$ cat src/rtl/nes_mem_arb_pkg.sv
// Shared types and constants for the NES unified-memory arbiter.
package nes_mem_arb_pkg;

   localparam int unsigned MEM_AW = 22;

   localparam logic REQ_CPU = 1'b0;
   localparam logic REQ_PPU = 1'b1;

   typedef enum logic [1:0] {
      IDLE,
      ISSUE,
      WAIT,
      ACK
   } arb_state_e;

endpackage

$ cat src/rtl/nes_mem_arb_starve_ctr.sv
// PPU-run counter: after MAX_PPU_RUN contested PPU grants the CPU gets the next one.
// Instantiated only when NES_MEM_ARB_FAIRNESS_EN is defined.
module nes_mem_arb_starve_ctr #(
   parameter int unsigned MAX_PPU_RUN = 4
) (
   input  logic clk_i,
   input  logic rst_ni,
   input  logic idle_i,
   input  logic cpu_req_i,
   input  logic grant_ppu_i,
   input  logic grant_cpu_i,
   output logic cpu_override_o
);

   localparam int unsigned CW = $clog2(MAX_PPU_RUN + 1);
   localparam logic [CW-1:0] RUN_MAX = CW'(MAX_PPU_RUN);

   logic [CW-1:0] run_q, run_d;

   always_comb begin
      run_d = run_q;
      if (grant_cpu_i || (idle_i && !cpu_req_i)) begin
         run_d = '0;
      end else if (grant_ppu_i && cpu_req_i && (run_q != RUN_MAX)) begin
         run_d = run_q + 1'b1;
      end
   end

   always_ff @(posedge clk_i) begin
      if (!rst_ni) begin
         run_q <= '0;
      end else begin
         run_q <= run_d;
      end
   end

   assign cpu_override_o = (run_q == RUN_MAX);

endmodule

$ cat src/rtl/nes_mem_arbiter.sv
// CPU/PPU arbiter for the single-port NES memory: grant, strobe, wait RD_LAT, ack.
// Define NES_MEM_ARB_FAIRNESS_EN to bound CPU starvation by MAX_PPU_RUN.
module nes_mem_arbiter
   import nes_mem_arb_pkg::*;
#(
   parameter int unsigned RD_LAT      = 2,
   parameter int unsigned MAX_PPU_RUN = 4
) (
   input  logic              clock,
   input  logic              reset,
   input  logic              load_done,
   input  logic              cpu_req,
   input  logic              cpu_we,
   input  logic [MEM_AW-1:0] cpu_addr,
   input  logic [7:0]        cpu_wdata,
   output logic              cpu_ack,
   output logic [7:0]        cpu_rdata,
   input  logic              ppu_req,
   input  logic              ppu_we,
   input  logic [MEM_AW-1:0] ppu_addr,
   input  logic [7:0]        ppu_wdata,
   output logic              ppu_ack,
   output logic [7:0]        ppu_rdata,
   output logic [MEM_AW-1:0] mem_addr,
   output logic              mem_rd_cpu,
   output logic              mem_rd_ppu,
   output logic              mem_wr,
   output logic [7:0]        mem_d,
   input  logic [7:0]        mem_q_cpu,
   input  logic [7:0]        mem_q_ppu,
   output logic              busy
);

   localparam int unsigned LW = $clog2(RD_LAT + 1);
   localparam logic [LW-1:0] LAT_LAST = LW'(RD_LAT - 1);

   arb_state_e        state_q, state_d;
   logic              who_q, who_d;
   logic              we_q, we_d;
   logic [MEM_AW-1:0] addr_q, addr_d;
   logic [7:0]        wdata_q, wdata_d;
   logic [LW-1:0]     lat_q, lat_d;
   logic [7:0]        cpu_rdata_q, cpu_rdata_d;
   logic [7:0]        ppu_rdata_q, ppu_rdata_d;
   logic              grant;
   logic              cpu_override;
   logic              ppu_wins;

`ifdef NES_MEM_ARB_FAIRNESS_EN
   nes_mem_arb_starve_ctr #(
      .MAX_PPU_RUN (MAX_PPU_RUN)
   ) u_starve_ctr (
      .clk_i          (clock),
      .rst_ni         (reset),
      .idle_i         (state_q == IDLE),
      .cpu_req_i      (cpu_req),
      .grant_ppu_i    (grant && ppu_wins),
      .grant_cpu_i    (grant && !ppu_wins),
      .cpu_override_o (cpu_override)
   );
`else
   // Strict PPU priority; MAX_PPU_RUN has no effect in this build.
   assign cpu_override = 1'b0 && (MAX_PPU_RUN != 0);
`endif

   assign ppu_wins = ppu_req && !(cpu_req && cpu_override);

   always_comb begin
      state_d     = state_q;
      who_d       = who_q;
      we_d        = we_q;
      addr_d      = addr_q;
      wdata_d     = wdata_q;
      lat_d       = lat_q;
      cpu_rdata_d = cpu_rdata_q;
      ppu_rdata_d = ppu_rdata_q;
      grant       = 1'b0;
      mem_wr      = 1'b0;
      mem_rd_cpu  = 1'b0;
      mem_rd_ppu  = 1'b0;
      cpu_ack     = 1'b0;
      ppu_ack     = 1'b0;
      unique case (state_q)
         IDLE: begin
            if (load_done && (cpu_req || ppu_req)) begin
               grant   = 1'b1;
               state_d = ISSUE;
               who_d   = ppu_wins ? REQ_PPU : REQ_CPU;
               we_d    = ppu_wins ? ppu_we : cpu_we;
               addr_d  = ppu_wins ? ppu_addr : cpu_addr;
               wdata_d = ppu_wins ? ppu_wdata : cpu_wdata;
            end
         end
         ISSUE: begin
            mem_wr     = we_q;
            mem_rd_cpu = !we_q && (who_q == REQ_CPU);
            mem_rd_ppu = !we_q && (who_q == REQ_PPU);
            lat_d      = LW'(1);
            state_d    = (!we_q && (RD_LAT > 1)) ? WAIT : ACK;
         end
         WAIT: begin
            if (lat_q == LAT_LAST) begin
               state_d = ACK;
            end else begin
               lat_d = lat_q + 1'b1;
            end
         end
         ACK: begin
            cpu_ack = (who_q == REQ_CPU);
            ppu_ack = (who_q == REQ_PPU);
            if (!we_q) begin
               if (who_q == REQ_CPU) cpu_rdata_d = mem_q_cpu;
               else                  ppu_rdata_d = mem_q_ppu;
            end
            state_d = IDLE;
         end
         default: state_d = IDLE;
      endcase
   end

   always_ff @(posedge clock) begin
      if (!reset) begin
         state_q     <= IDLE;
         who_q       <= REQ_CPU;
         we_q        <= 1'b0;
         addr_q      <= '0;
         wdata_q     <= '0;
         lat_q       <= '0;
         cpu_rdata_q <= '0;
         ppu_rdata_q <= '0;
      end else begin
         state_q     <= state_d;
         who_q       <= who_d;
         we_q        <= we_d;
         addr_q      <= addr_d;
         wdata_q     <= wdata_d;
         lat_q       <= lat_d;
         cpu_rdata_q <= cpu_rdata_d;
         ppu_rdata_q <= ppu_rdata_d;
      end
   end

   // Read data is forwarded straight from memory during the ack cycle and held afterwards.
   assign cpu_rdata = (cpu_ack && !we_q) ? mem_q_cpu : cpu_rdata_q;
   assign ppu_rdata = (ppu_ack && !we_q) ? mem_q_ppu : ppu_rdata_q;
   assign mem_addr  = addr_q;
   assign mem_d     = wdata_q;
   assign busy      = (state_q != IDLE);

endmodule

$ cat config.mk
export PLATFORM = sky130hd
export DESIGN_NAME = nes_mem_arbiter
export DESIGN_NICKNAME = d
export VERILOG_FILES = /design/src/rtl/nes_mem_arb_pkg.sv /design/src/rtl/nes_mem_arb_starve_ctr.sv /design/src/rtl/nes_mem_arbiter.sv
export SDC_FILE = /design/constraint.sdc
export NUM_CORES = 1
export LEC_CHECK = 0
export BUFFER_PORTS_ARGS = -buffer_cell sky130_fd_sc_hd__buf_2
export CAP_MARGIN = 20
export CORE_MARGIN = 1.5
export CORE_UTILIZATION = 30
export CTS_CLUSTER_SIZE = 16
export DETAILED_ROUTE_END_ITERATION = 16
export GPL_ROUTABILITY_DRIVEN = 1
export SYNTH_ARGS = -nofsm -noshare
export SYNTH_HDL_FRONTEND = slang
export SYNTH_SLANG_ARGS = --single-unit
$ cat constraint.sdc
create_clock -name clock -period 3.2 [get_ports clock]
set_clock_uncertainty 0.1 [all_clocks]
set_input_delay 0.32 -clock clock [delete_from_list [all_inputs] [get_ports clock]]
set_output_delay 0.32 -clock clock [all_outputs]
set_load 0.01 [all_outputs]
# Word-level counts from Yosys, hierarchy flattened
# Cells that the tools add are included.
[op_classes]
add_sub_neg = 1
n_eq_ne = 7
mux = 17
n_bitwise = 2
reduce_logical = 15
[op_table]
columns = ["op", "count"]
rows = [
  ["$mux W8", 3],
  ["$mux W22", 1],
  ["$mux W1", 8],
  ["$pmux W2 S4", 1],
  ["$mux W2", 3],
  ["$ne A2 B2 Y1 const B", 3],
  ["$reduce_and A2 Y1", 3],
  ["$reduce_and A3 Y1", 2],
  ["$logic_and A1 B1 Y1", 5],
  ["$eq A2 B1 Y1 const B", 2],
  ["$eq A2 B2 Y1 const B", 2],
  ["$pmux W2 S2", 1],
  ["$reduce_bool A2 Y1", 2],
  ["$add A2 B1 Y2 const B", 1],
  ["$logic_not A2 Y1", 1],
  ["$not A1 Y1", 2],
  ["$logic_not A1 Y1", 1],
  ["$logic_or A1 B1 Y1", 1],
]
[word_totals]
register_bits = 52
in_bits = 83
elab_cells = 50

# Logic depth before layout (Yosys ltp)
[depth]
depth_word = 4
mapped_depth = 7

# Worst setup path after synthesis
# Ideal clock, no wire load.
[synth_path]
path_kind = "reg-to-output"
from = "register state_q[0]"
to = "output port cpu_rdata[0]"
arrival_time_ps = 1315
setup_slack_ps = 1465
stages_incl_launch_ff = 4
n_path_buf = 0
path_cell_list = "dfxtp_1 ha_1 nor3b_4 mux2_2"
[synth_via]
elab_chain_cells = 4
[synth_lines]
columns = ["element", "line_no", "rtl"]
rows = [
  ["start: declaration", "nes_mem_arbiter.sv:37", "arb_state_e state_q, state_d;"],
  ["start signal: assignment", "nes_mem_arbiter.sv:132", "state_q <= state_d;"],
  ["$eq A2 B2 Y1", "nes_mem_arbiter.sv:83", "unique case (state_q)"],
  ["$mux W1", "nes_mem_arbiter.sv:83", ""],
  ["$logic_and A1 B1 Y1", "nes_mem_arbiter.sv:144", "assign cpu_rdata = (cpu_ack && !we_q) ? mem_q_cpu : cpu_rdata_q;"],
  ["$mux W8", "nes_mem_arbiter.sv:144", ""],
  ["end: declaration", "nes_mem_arbiter.sv:17", "output logic [7:0] cpu_rdata,"],
]
# Every way passes these cells.

# Worst setup path after layout
[layout_path]
from = "register state_q[1]"
to = "output port cpu_rdata[7]"
# Same word-level chain as after synthesis.

==> reports/qor.csv <==
metric,value,unit
Sequential Area,1040,sq um
Clock power frac,22.4,%
"Clk pin slew, worst setup/hold paths",0.09,ns
"Slew Viols, Final",0,
combined area of the multi-input logic cells,1290,sq um
initial DRC count,41,
Mean Syn Cell Area,10.5,sq um
synth warn,0,
critical path class,flip-flop to primary output,
GRT Util Overall,12.8,%
WP data required,2.78,ns
Synth Net Count,319,
Fin. Hold Viols,0,
Port Buffer Count,134,
Internal,1.30,mW
# IOs,135,
Mapped Area,2430,sq um
"Clk Latency, worst-skew pair",0.30,ns
Syn Inst Count,231,
ys async rst share,0,%
share of the synthesized area in the top cell type,42.8,%
Final #Nets,444,
post-route ant nets,0,
initial core utilization,31.3,%
hold_buf cts,0,
crit end category,primary output,
"FF+latch count, synth",52,
"area leader, netlist",dfxtp_1,
Setup Viol. Count Final,0,
Seq pwr share,44.0,%
Critical Path Start Type,flip-flop,
crit share post-route,71.4,%
wire length per cell,11.9,um
post-DP HPWL,3900,um
number of enable flip-flop cells after synthesis,0,
DRC errors left,0,
Die H,93.0,um
first-pass GRT wire length,8830,um
Sw Ratio,31.4,%
Setup Buffers After CTS,0,
Crit-path slowest cell,nor3b_4,
Synth cell types,28,
DRT Pass-1 Iters,4,
CTS resizes,0,
fraction of layout cells with a size suffix above 1,48.5,%
CTS tree,yes,
CTS Root Cell,clkbuf_8,
WL final,5460,um
Worst Path Max Fanout,8,
CTS buffer count,5,
Arrival @ worst endpoint,1.86,ns
Gate power share,33.6,%
clock tree buffer depth,2,
diode count,0,
Commonest cells post-synth,"dfxtp_1 (52), nand2_1 (34), mux2i_1 (33), o211a_1 (32), mux2_2 (16)",
Fin Setup TNS,0,ns
max cap viols,0,
DR vias,2083,
vias in the first global route,1973,
largest net degree at the start of global routing,54,
Slew @ Worst Pin,0.884,ns
clk sinks,52,
die area,8650,sq um
maximum clock frequency,438,MHz
Max stage delay on crit path,0.42,ns
Final Critical Period,2.28,ns
switching component of the power,0.596,mW
VDD IR-drop max,0.000301,V
cell leakage power,1.97,nW
top_reg_cell synth,dfxtp_1,
"count leader, synth",dfxtp_1,
post-route cell area,3270,sq um
H-tree depth,2,
Slew headroom,41.1,%
DR vias/cell,4.56,
# rows,32,
Area Growth Syn to Fin,34.7,%
"Cell Area, Placed",3170,sq um
ranking of synthesized cells by area,"dfxtp_1 (43%), mux2i_1 (14%), o211a_1 (13%)",
core area,7770,sq um
Worst Hold Class,input pin to flip-flop,
RSZ-0062 raised after global routing,false,
sequential element share of the synthesized area,42.8,%
fill count,798,
antenna violations before repair,1,
width of the die,93.0,um
pwr dens,580,nW/um^2
crit path cell chain,ha_1 -> nor3b_4 -> mux2_2 -> buf_2,
total gr overflow,0,
outcome,"finished, final reports clean",
routability congestion estimate,0.713,
[layer usage]
metal	part of all wire (%)	global-route usage, %	wire [um]
met5	0	0	0
met4	1.2	3.79	63
met3	8.7	4.39	477
met2	47	23.1	2560
met1	43	14.0	2360
[worst max-delay path, delay by kind of cell (launching register included)]
kind / cells / cell delay [ns]
muxes: 1 / 0.40
buffers and inverters: 1 / 0.14
DFF: 1 / 0.39
adders and majority gates: 1 / 0.23
and+or+nand+nor: 1 / 0.42
[kinds of logic (layout without fill, tap and decap cells)]
kind of cell               Yosys count  in the layout  share of synthesized area (%)
and+or+nand+nor                     67             67                           15.2
adders and majority gates            5              5                           2.57
DFF                                 52             52                           42.8
buffers and inverters               22            146                           4.02
AOI/OAI and AO/OA                   36             36                           14.4
muxes                               49             49                           21.0
[flip-flops by register name (all words and copies together), names as in the netlist]
register     flops
who_q            1
cpu_rdata_q      8
mem_addr        22
we_q             1
mem_d            8
ppu_rdata_q      8
lat_q            2
state_q          2
[power groups by stage]
| stage | sequential, mW | combinational, mW | clock [mW] |
|---|---|---|---|
| after floorplan | 0.884 | 0.373 | 0 |
| after global placement | 0.844 | 0.636 | 0 |
| after detailed placement | 0.850 | 0.647 | 0 |
| after CTS | 0.837 | 0.650 | 0.448 |
| after global routing | 0.853 | 0.712 | 0.470 |
| final | 0.835 | 0.637 | 0.425 |
[cells in the final DEF (no fill, tap or decap), drive strengths merged]
cell type / Yosys / final
and2b: 1 / 1
o21ai: 1 / 1
bufinv: 0 / 1
nor2b: 2 / 2
and3: 2 / 2
and2: 18 / 18
nand3b: 2 / 2
clkbuf: 7 / 5
nand2: 34 / 34
inv: 4 / 4
mux2i: 33 / 33
o21a: 1 / 1
dfxtp: 52 / 52
o2111a: 1 / 1
or4: 1 / 1
and3b: 1 / 1
nand3: 1 / 1
nor3b: 2 / 2
ha: 5 / 5
buf: 11 / 136
nor2: 1 / 1
o211a: 32 / 32
a21oi: 1 / 1
mux2: 16 / 16
nand2b: 2 / 2
[final cells by class]
type	instances	area share [%]
Multi-Input combinational cell	157	39.5
Sequential cell	52	31.8
Timing Repair Buffer	136	21.3
Tap cell	102	3.90
Clock buffer	5	2.10
Clock inverter	1	0.918
Inverter	4	0.459
[worst paths after layout]
check                                                from                         to  slack (ns)  depth (start not counted)
worst max-delay path              state_q[1]$_SDFFE_PN0P_               cpu_rdata[7]        0.92                          4
worst min-delay path                          cpu_addr[7]   mem_addr[7]$_SDFFE_PN0P_        0.26                          4
worst max register to register    state_q[0]$_SDFFE_PN0P_  mem_addr[18]$_SDFFE_PN0P_        1.30                          6
worst min register to register  mem_addr[16]$_SDFFE_PN0P_  mem_addr[16]$_SDFFE_PN0P_        0.40                          1
[per-stage QoR]
stage / total power [mW] / util, % / hold WS, ns / cells / setup slack [ns]
3_5_place_dp: 1.50 / 40.9 / 0.382 / 451 / 1.22
2_1_floorplan: 1.26 / - / 0.368 / 231 / 1.47
4_1_cts: 1.93 / 42.1 / 0.254 / 457 / 0.875
5_1_grt: 2.03 / 42.1 / 0.264 / 457 / 0.774
3_3_place_gp: 1.48 / 40.9 / 0.374 / 451 / 1.29
6_report: 1.90 / 42.1 / 0.261 / 457 / 0.915
Power figures use the tool's default switching activity.
